**src/rtl/serial_adder.sv**
```systemverilog
// Bit-serial adder/subtracter: one full adder plus a carry flip-flop, fed LSB first
// from operand shift registers; the finished word is latched into SUM/CARRY/OVERFLOW.

module ha (
    input  logic a,
    input  logic b,
    output logic s,
    output logic c
);
    assign s = a ^ b;
    assign c = a & b;
endmodule

module serial_adder #(
    parameter int WIDTH = 8
) (
    input  logic             CLK,
    input  logic             CLR_N,
    input  logic             START,
    input  logic             SUB,
    input  logic [WIDTH-1:0] A,
    input  logic [WIDTH-1:0] B,
    output logic             BUSY,
    output logic             DONE,
    output logic [WIDTH-1:0] SUM,
    output logic             CARRY,
    output logic             OVERFLOW
);
    localparam int CW = $clog2(WIDTH);

    typedef enum logic [1:0] {
        ST_IDLE  = 2'd0,
        ST_SHIFT = 2'd1,
        ST_DONE  = 2'd2
    } state_t;

    state_t           state_reg;
    logic [WIDTH-1:0] a_sr_reg;
    logic [WIDTH-1:0] b_sr_reg;
    // Holds only the upper WIDTH-1 result bits; the newest bit arrives combinationally.
    logic [WIDTH-2:0] r_sr_reg;
    logic [CW-1:0]    count_reg;
    logic             cff_reg;
    logic [WIDTH-1:0] sum_reg;
    logic             carry_reg;
    logic             ovf_reg;

    logic             hs1_s;
    logic             hs1_c;
    logic             fa_s;
    logic             hs2_c;
    logic             fa_co;
    logic [WIDTH-1:0] r_cat;
    logic             last_bit;

    // Full adder: two half adders with the partial carries ORed.
    ha u_ha0 (
        .a (a_sr_reg[0]),
        .b (b_sr_reg[0]),
        .s (hs1_s),
        .c (hs1_c)
    );

    ha u_ha1 (
        .a (hs1_s),
        .b (cff_reg),
        .s (fa_s),
        .c (hs2_c)
    );

    assign fa_co    = hs1_c | hs2_c;
    assign r_cat    = {fa_s, r_sr_reg};
    assign last_bit = (count_reg == CW'(WIDTH - 1));

    always_ff @(posedge CLK or negedge CLR_N) begin
        if (!CLR_N) begin
            state_reg <= ST_IDLE;
            a_sr_reg  <= '0;
            b_sr_reg  <= '0;
            r_sr_reg  <= '0;
            count_reg <= '0;
            cff_reg   <= 1'b0;
            sum_reg   <= '0;
            carry_reg <= 1'b0;
            ovf_reg   <= 1'b0;
        end else begin
            case (state_reg)
                ST_IDLE, ST_DONE: begin
                    if (START) begin
                        // Subtraction is A + ~B + 1: invert B and preload the carry.
                        a_sr_reg  <= A;
                        b_sr_reg  <= B ^ {WIDTH{SUB}};
                        cff_reg   <= SUB;
                        count_reg <= '0;
                        state_reg <= ST_SHIFT;
                    end else begin
                        state_reg <= ST_IDLE;
                    end
                end
                ST_SHIFT: begin
                    a_sr_reg  <= {1'b0, a_sr_reg[WIDTH-1:1]};
                    b_sr_reg  <= {1'b0, b_sr_reg[WIDTH-1:1]};
                    r_sr_reg  <= r_cat[WIDTH-1:1];
                    cff_reg   <= fa_co;
                    count_reg <= count_reg + CW'(1);
                    if (last_bit) begin
                        sum_reg   <= r_cat;
                        carry_reg <= fa_co;
                        ovf_reg   <= cff_reg ^ fa_co;
                        state_reg <= ST_DONE;
                    end
                end
                default: state_reg <= ST_IDLE;
            endcase
        end
    end

    assign BUSY     = (state_reg == ST_SHIFT);
    assign DONE     = (state_reg == ST_DONE);
    assign SUM      = sum_reg;
    assign CARRY    = carry_reg;
    assign OVERFLOW = ovf_reg;

endmodule

```
**config.mk**
```make
export PLATFORM = sky130hd
export DESIGN_NAME = serial_adder
export DESIGN_NICKNAME = d
export VERILOG_FILES = /design/src/rtl/serial_adder.sv
export SDC_FILE = /design/constraint.sdc
export NUM_CORES = 1
export LEC_CHECK = 0
export BUFFER_PORTS_ARGS = -buffer_cell sky130_fd_sc_hd__buf_2
export CAP_MARGIN = 20
export CORE_AREA = 3 3 70 72
export DETAILED_ROUTE_END_ITERATION = 7
export DIE_AREA = 0 0 73 75
export MAX_ROUTING_LAYER = met4
export SYNTH_ARGS = -nofsm -noshare
export SYNTH_HDL_FRONTEND = slang
export SYNTH_HIERARCHICAL = 1
export SYNTH_SLANG_ARGS = --single-unit
export TNS_END_PERCENT = 1
```
**constraint.sdc**
```tcl
create_clock -name CLK -period 2.2 [get_ports CLK]
set_clock_uncertainty 0.2 [all_clocks]
set_input_delay 0 -clock CLK [delete_from_list [all_inputs] [get_ports CLK]]
set_output_delay 0 -clock CLK [all_outputs]
set_load 0.05 [all_outputs]
```
Word level (Yosys, flattened, before mapping)
Cells that the tools add are included.

cells by class
  add/subtract/negate cells = 1
  equality and inequality tests = 5
  muxes and demuxes = 11
  bitwise gates (word level) = 7
  reduce and logical (&&, ||, !) cells = 5

operators by type and width
  cell                                                    count
  one-hot mux 8 bit (2 select lines)                      2
  2-to-1 mux 8 bit                                        2
  bitwise XOR 8 bit                                       1
  one-hot mux 3 bit (2 select lines)                      1
  one-hot mux 2 bit (2 select lines)                      1
  AND reduction 2 bit                                     2
  adder 3 x 1 -> 3 bit (second input constant)            1
  equality test 3 bit (second input constant)             1
  2-to-1 mux 3 bit                                        1
  bitwise XOR 1 bit                                       3
  AND 1 bit                                               2
  equality test 2 x 1 -> 1 bit (second input constant)    1
  equality test 2 bit (second input constant)             1
  zero test 2 bit                                         1
  2-to-1 mux 1 bit                                        2
  2-to-1 mux 2 bit                                        1
  inequality test 2 x 1 -> 1 bit (second input constant)  1
  inequality test 2 bit (second input constant)           1
  one-hot mux 1 bit (2 select lines)                      1
  nonzero test 2 bit                                      1
  OR reduction 2 bit                                      1
  OR 1 bit                                                1

word-level totals
  register bits after elaboration = 39
  input bits = 20
  output and inout bits = 12
  word-level logic and storage cells = 38

Logic depth before layout (Yosys ltp)
  depth after elaboration = 4
  mapped depth = 6
  gate-level depth less buffers = 5

By module
The synthesis kept the hierarchy.

modules (own cells, without submodules)
  module        instances  cells each  area each (µm²)  seq. area each (µm²)
  serial_adder  1          146         1670.4           975.9
  ha            2          1           12.5             0.0

Worst setup path after synthesis
Ideal clock, no wire load.

  kind = reg-to-reg
  start point = register count_reg[0]
  end point = register sum_reg[0], in the netlist SUM[0]
  setup time = 0.125 ns
  data arrival time = 1.426 ns
  data required time = 1.875 ns
  setup slack = 0.449 ns
  stages on the path, launching flop included = 6
  buffers on the path = 1
  clock period less this slack = 1.751 ns
  cell sequence = dfrtp_1 ha_1 ha_1 nand3b_1 buf_2 mux2_2

on the way
  cells in the longest elaborated chain, start to end = 2

ends and longest elaborated chain
  element                        line  source
  start, declared                42    logic [CW-1:0] count_reg;
  start signal, assigned         105   count_reg <= count_reg + CW'(1);
  equality test 3 bit            73    assign last_bit = (count_reg == CW'(WIDTH - 1));
  AND reduction 2 bit (no line)  n/a
  end signal, assigned           107   sum_reg <= r_cat;
  end, declared                  44    logic [WIDTH-1:0] sum_reg;

Every way passes these cells.
A chain may end at the register's enable or synchronous reset.

Worst setup path after layout
  start point = register count_reg[0]
  end point = register sum_reg[5], in the netlist SUM[5]

The elaborated chain is that of the path after synthesis.

==> impl_metrics.yaml <==
critical_path:
  slowest_stage: "nand3b_1"
  reg2reg_depth: 4
  critPathKind: "reg -> reg"
  critPathBufInv: 0
  cp-start-kind: "flop"
  r2r_end: "SUM[5]"
  cp_common_cell: "ha_1"
  critPathArrivalTime_ns: 1.90
  rr_startpoint: "count_reg[0]"
  cp_num_cells: 4
  crit_path_cell_trace: "ha_1 > ha_1 > nand3b_1 > mux2_2"
  slowest_delay_ns: 0.42
  r2r_setup_slack_ns: 0.27
  crit_fanout: 13
  cp.required_ns: 2.17
  crit_path_end_kind: "flop"
  crit_family: "simple AND/OR/NAND/NOR gates"
cts:
  numCtsBuffers: 5
  cts_resized: 0
  cts_tree: "done"
  clockBufferDepth: 2
  clkTransAtPathRegs_ns: 0.08
  h-tree-depth: 2
  cts_sinks: 39
  clk_latency_ns: 0.29
  cts-root-buf: "clkbuf_8"
power:
  switching_power_w: 0.001309
  seq_power_share: 0.382
  power_frac_comb: 0.429
  p_sw_frac: 0.4079
  clock_power_share: 0.189
  p_int_w: 0.001900
  leakagePower_nw: 1.073
  power_density_nw_per_um2: 1492
  irDropWorstVdd_mv: 0.4752
timing:
  period_minus_slack_ns: 1.934
  worst_slew_margin_rel: 0.4233
  fin_crit_sh: 0.8791
  fmax_mhz: 517.1
  finalSetupTns_ns: 0
  rsz0062_at_grt: "false"
  max_slew.worst_pin.slew_ns: 0.8650
  slew_violations: 0
  hold_viol_final: 0
  setup_viol_count_final: 0
logic_synthesis:
  seq_area_frac_synth: 0.5756
  syn_area_per_cell_um2: 11.46
  syn_nets: 172
  synth.distinct_cells: 22
  synth_area_um2: 1695
  ys_ff_latch: 39
  synth_warnings: 6
  syn_inst: 148
route:
  drc_errors: 0
  viasPerCell: 5.056
  totalWireLength_um: 3295
  initialDrtViolationCount: 103
  dr.pass1.iters: 4
  num_vias: 1254
  routedWlPerCell_um: 13.29
  ant_nets: 0
grt:
  grt_pass1_vias: 1251
  grt_pass1_wl_um: 5830
  grt_usage: 0.1450
  grt_max_degree: 40
  grt_overflow: 0
  antenna_found_initial: 0
die:
  initial_core_util: 0.3894
  core.rowCount: 24
  fp.dieH_um: 75
  core_area_um2: 4354
  ioPinCount: 32
  fp.dieW_um: 73
  die-area_um2: 5475
final_layout:
  area_delta_synth_final_pct: 26.86
  final_util: 0.4940
  finalNetCount: 219
  n_antenna_cell: 0
  drive_above_1_share: 0.2551
min_path:
  min-delay-start: "START"
  hold_depth: 3
  hp-class: "in -> reg"
  hold_end: "state_reg[0]"
outcome:
  outcome: "finished, final reports clean"
place:
  routabilityCongestion: 0.7217
  dp_hpwl_um: 2101
  io_buffers: 31
run:
  drv_cap: 0
[worst max path at each step]
| stage | start | to | slack (ns) |
|---|---|---|---|
| 6_report | count_reg[0] | SUM[5] | 0.27 |
| 2_1_floorplan | count_reg[0] | SUM[0] | 0.45 |
| 5_1_grt | count_reg[0] | SUM[7] | 0.16 |
| 3_5_place_dp | count_reg[0] | SUM[5] | 0.26 |
| 3_3_place_gp | count_reg[0] | SUM[0] | 0.32 |
| 4_1_cts | count_reg[0] | SUM[5] | 0.24 |
[tightest hold or removal path, delay by kind of cell]
family | cells | cell delay (ns)
compound gates | 1 | 0.18
buf+inv | 1 | 0.10
simple gates | 1 | 0.33
[power by group through the flow]
stage / sequential, W / clock [W] / combinational (W)
6_report: 0.00123 / 0.000608 / 0.00138
5_1_grt: 0.00128 / 0.000671 / 0.00153
4_1_cts: 0.00123 / 0.000633 / 0.00139
3_5_place_dp: 0.00124 / 0 / 0.00136
3_3_place_gp: 0.00123 / 0 / 0.00132
2_1_floorplan: 0.00150 / 0 / 0.000834
[placed cells by master (no fill, tap or decap)]
| cell | netlist | final |
|---|---|---|
| nor2_1 | 9 | 9 |
| buf_4 | 1 | 1 |
| inv_8 | 1 | 1 |
| xor2_1 | 2 | 2 |
| nand2_1 | 30 | 30 |
| a22o_1 | 4 | 4 |
| ha_1 | 4 | 4 |
| a22oi_1 | 7 | 7 |
| xnor2_1 | 7 | 7 |
| nor2_2 | 1 | 1 |
| nand3_1 | 8 | 8 |
| clkinv_2 | 0 | 1 |
| nand3b_1 | 1 | 1 |
| bufinv_16 | 0 | 1 |
| dlygate4sd3_1 | 0 | 18 |
| dfrtp_1 | 39 | 39 |
| inv_1 | 1 | 1 |
| and2b_1 | 2 | 2 |
| o21ai_0 | 4 | 4 |
| nand2b_1 | 2 | 2 |
| clkbuf_8 | 0 | 6 |
| a221o_1 | 8 | 8 |
| mux2_2 | 8 | 8 |
| buf_2 | 5 | 31 |
[per-layer routing]
metal | global-route usage | wire [µm]
met5 | - | 0
met4 | 0.04303 | 39
met3 | 0.04539 | 204
met2 | 0.2363 | 1570
met1 | 0.1725 | 1481
[cell type report]
class / count / area [µm²]
clock buffers: 6 / 82.58
clock inverters: 2 / 35.03
fillers: 406 / 2203
inverters: 2 / 15.01
multi-input cells: 97 / 634.4
flip-flops and latches: 39 / 975.9
well taps: 52 / 65.06
repair buffers: 50 / 342.8
[per-stage QoR]
stage	std cells	hold WS, ns	power, W	cell area (µm²)	setup WS [ns]
after floorplan	148	-0.4956	0.002333	1695	0.4492
after global placement	222	-0.05674	0.002544	1853	0.3198
after detailed placement	222	-0.03862	0.002603	1853	0.2597
after CTS	248	0.1580	0.003253	2151	0.2446
after global routing	248	0.1950	0.003475	2151	0.1590
final	248	0.1648	0.003209	2151	0.2660
[cell families after synthesis]
kind of cell               synth area share
and+or+nand+nor                      0.1343
DFF                                  0.5756
AOI/OAI and AO/OA                    0.1107
buffers and inverters               0.05018
xor gates and xnor gates            0.04650
muxes                               0.05314
adders and majority gates           0.02952
[synth_stat cells]
cell / count / share of area
a22oi_1: 7 / 0.031
buf_4: 1 / 0.0044
buf_6: 3 / 0.020
o21ai_0: 4 / 0.012
dfrtp_1: 39 / 0.58
mux2_2: 8 / 0.053
inv_1: 1 / 0.0022
nand3_1: 8 / 0.024
ha_1: 4 / 0.030
and2b_1: 2 / 0.0089
clkbuf_1: 1 / 0.0022
inv_8: 1 / 0.0066
a22o_1: 4 / 0.021
a221o_1: 8 / 0.047
nand3b_1: 1 / 0.0044
nor2_1: 9 / 0.020
nand2b_1: 2 / 0.0074
xor2_1: 2 / 0.010
nor2_2: 1 / 0.0037
nand2_1: 30 / 0.066
xnor2_1: 7 / 0.036
buf_2: 5 / 0.015
[repair_timing]
action / in CTS / in global routing
setup buffers: 0 / 0
hold buffers: 18 / 0
endpoints found under the hold margin: 56 / 0
(Power assumes the default switching activity.)
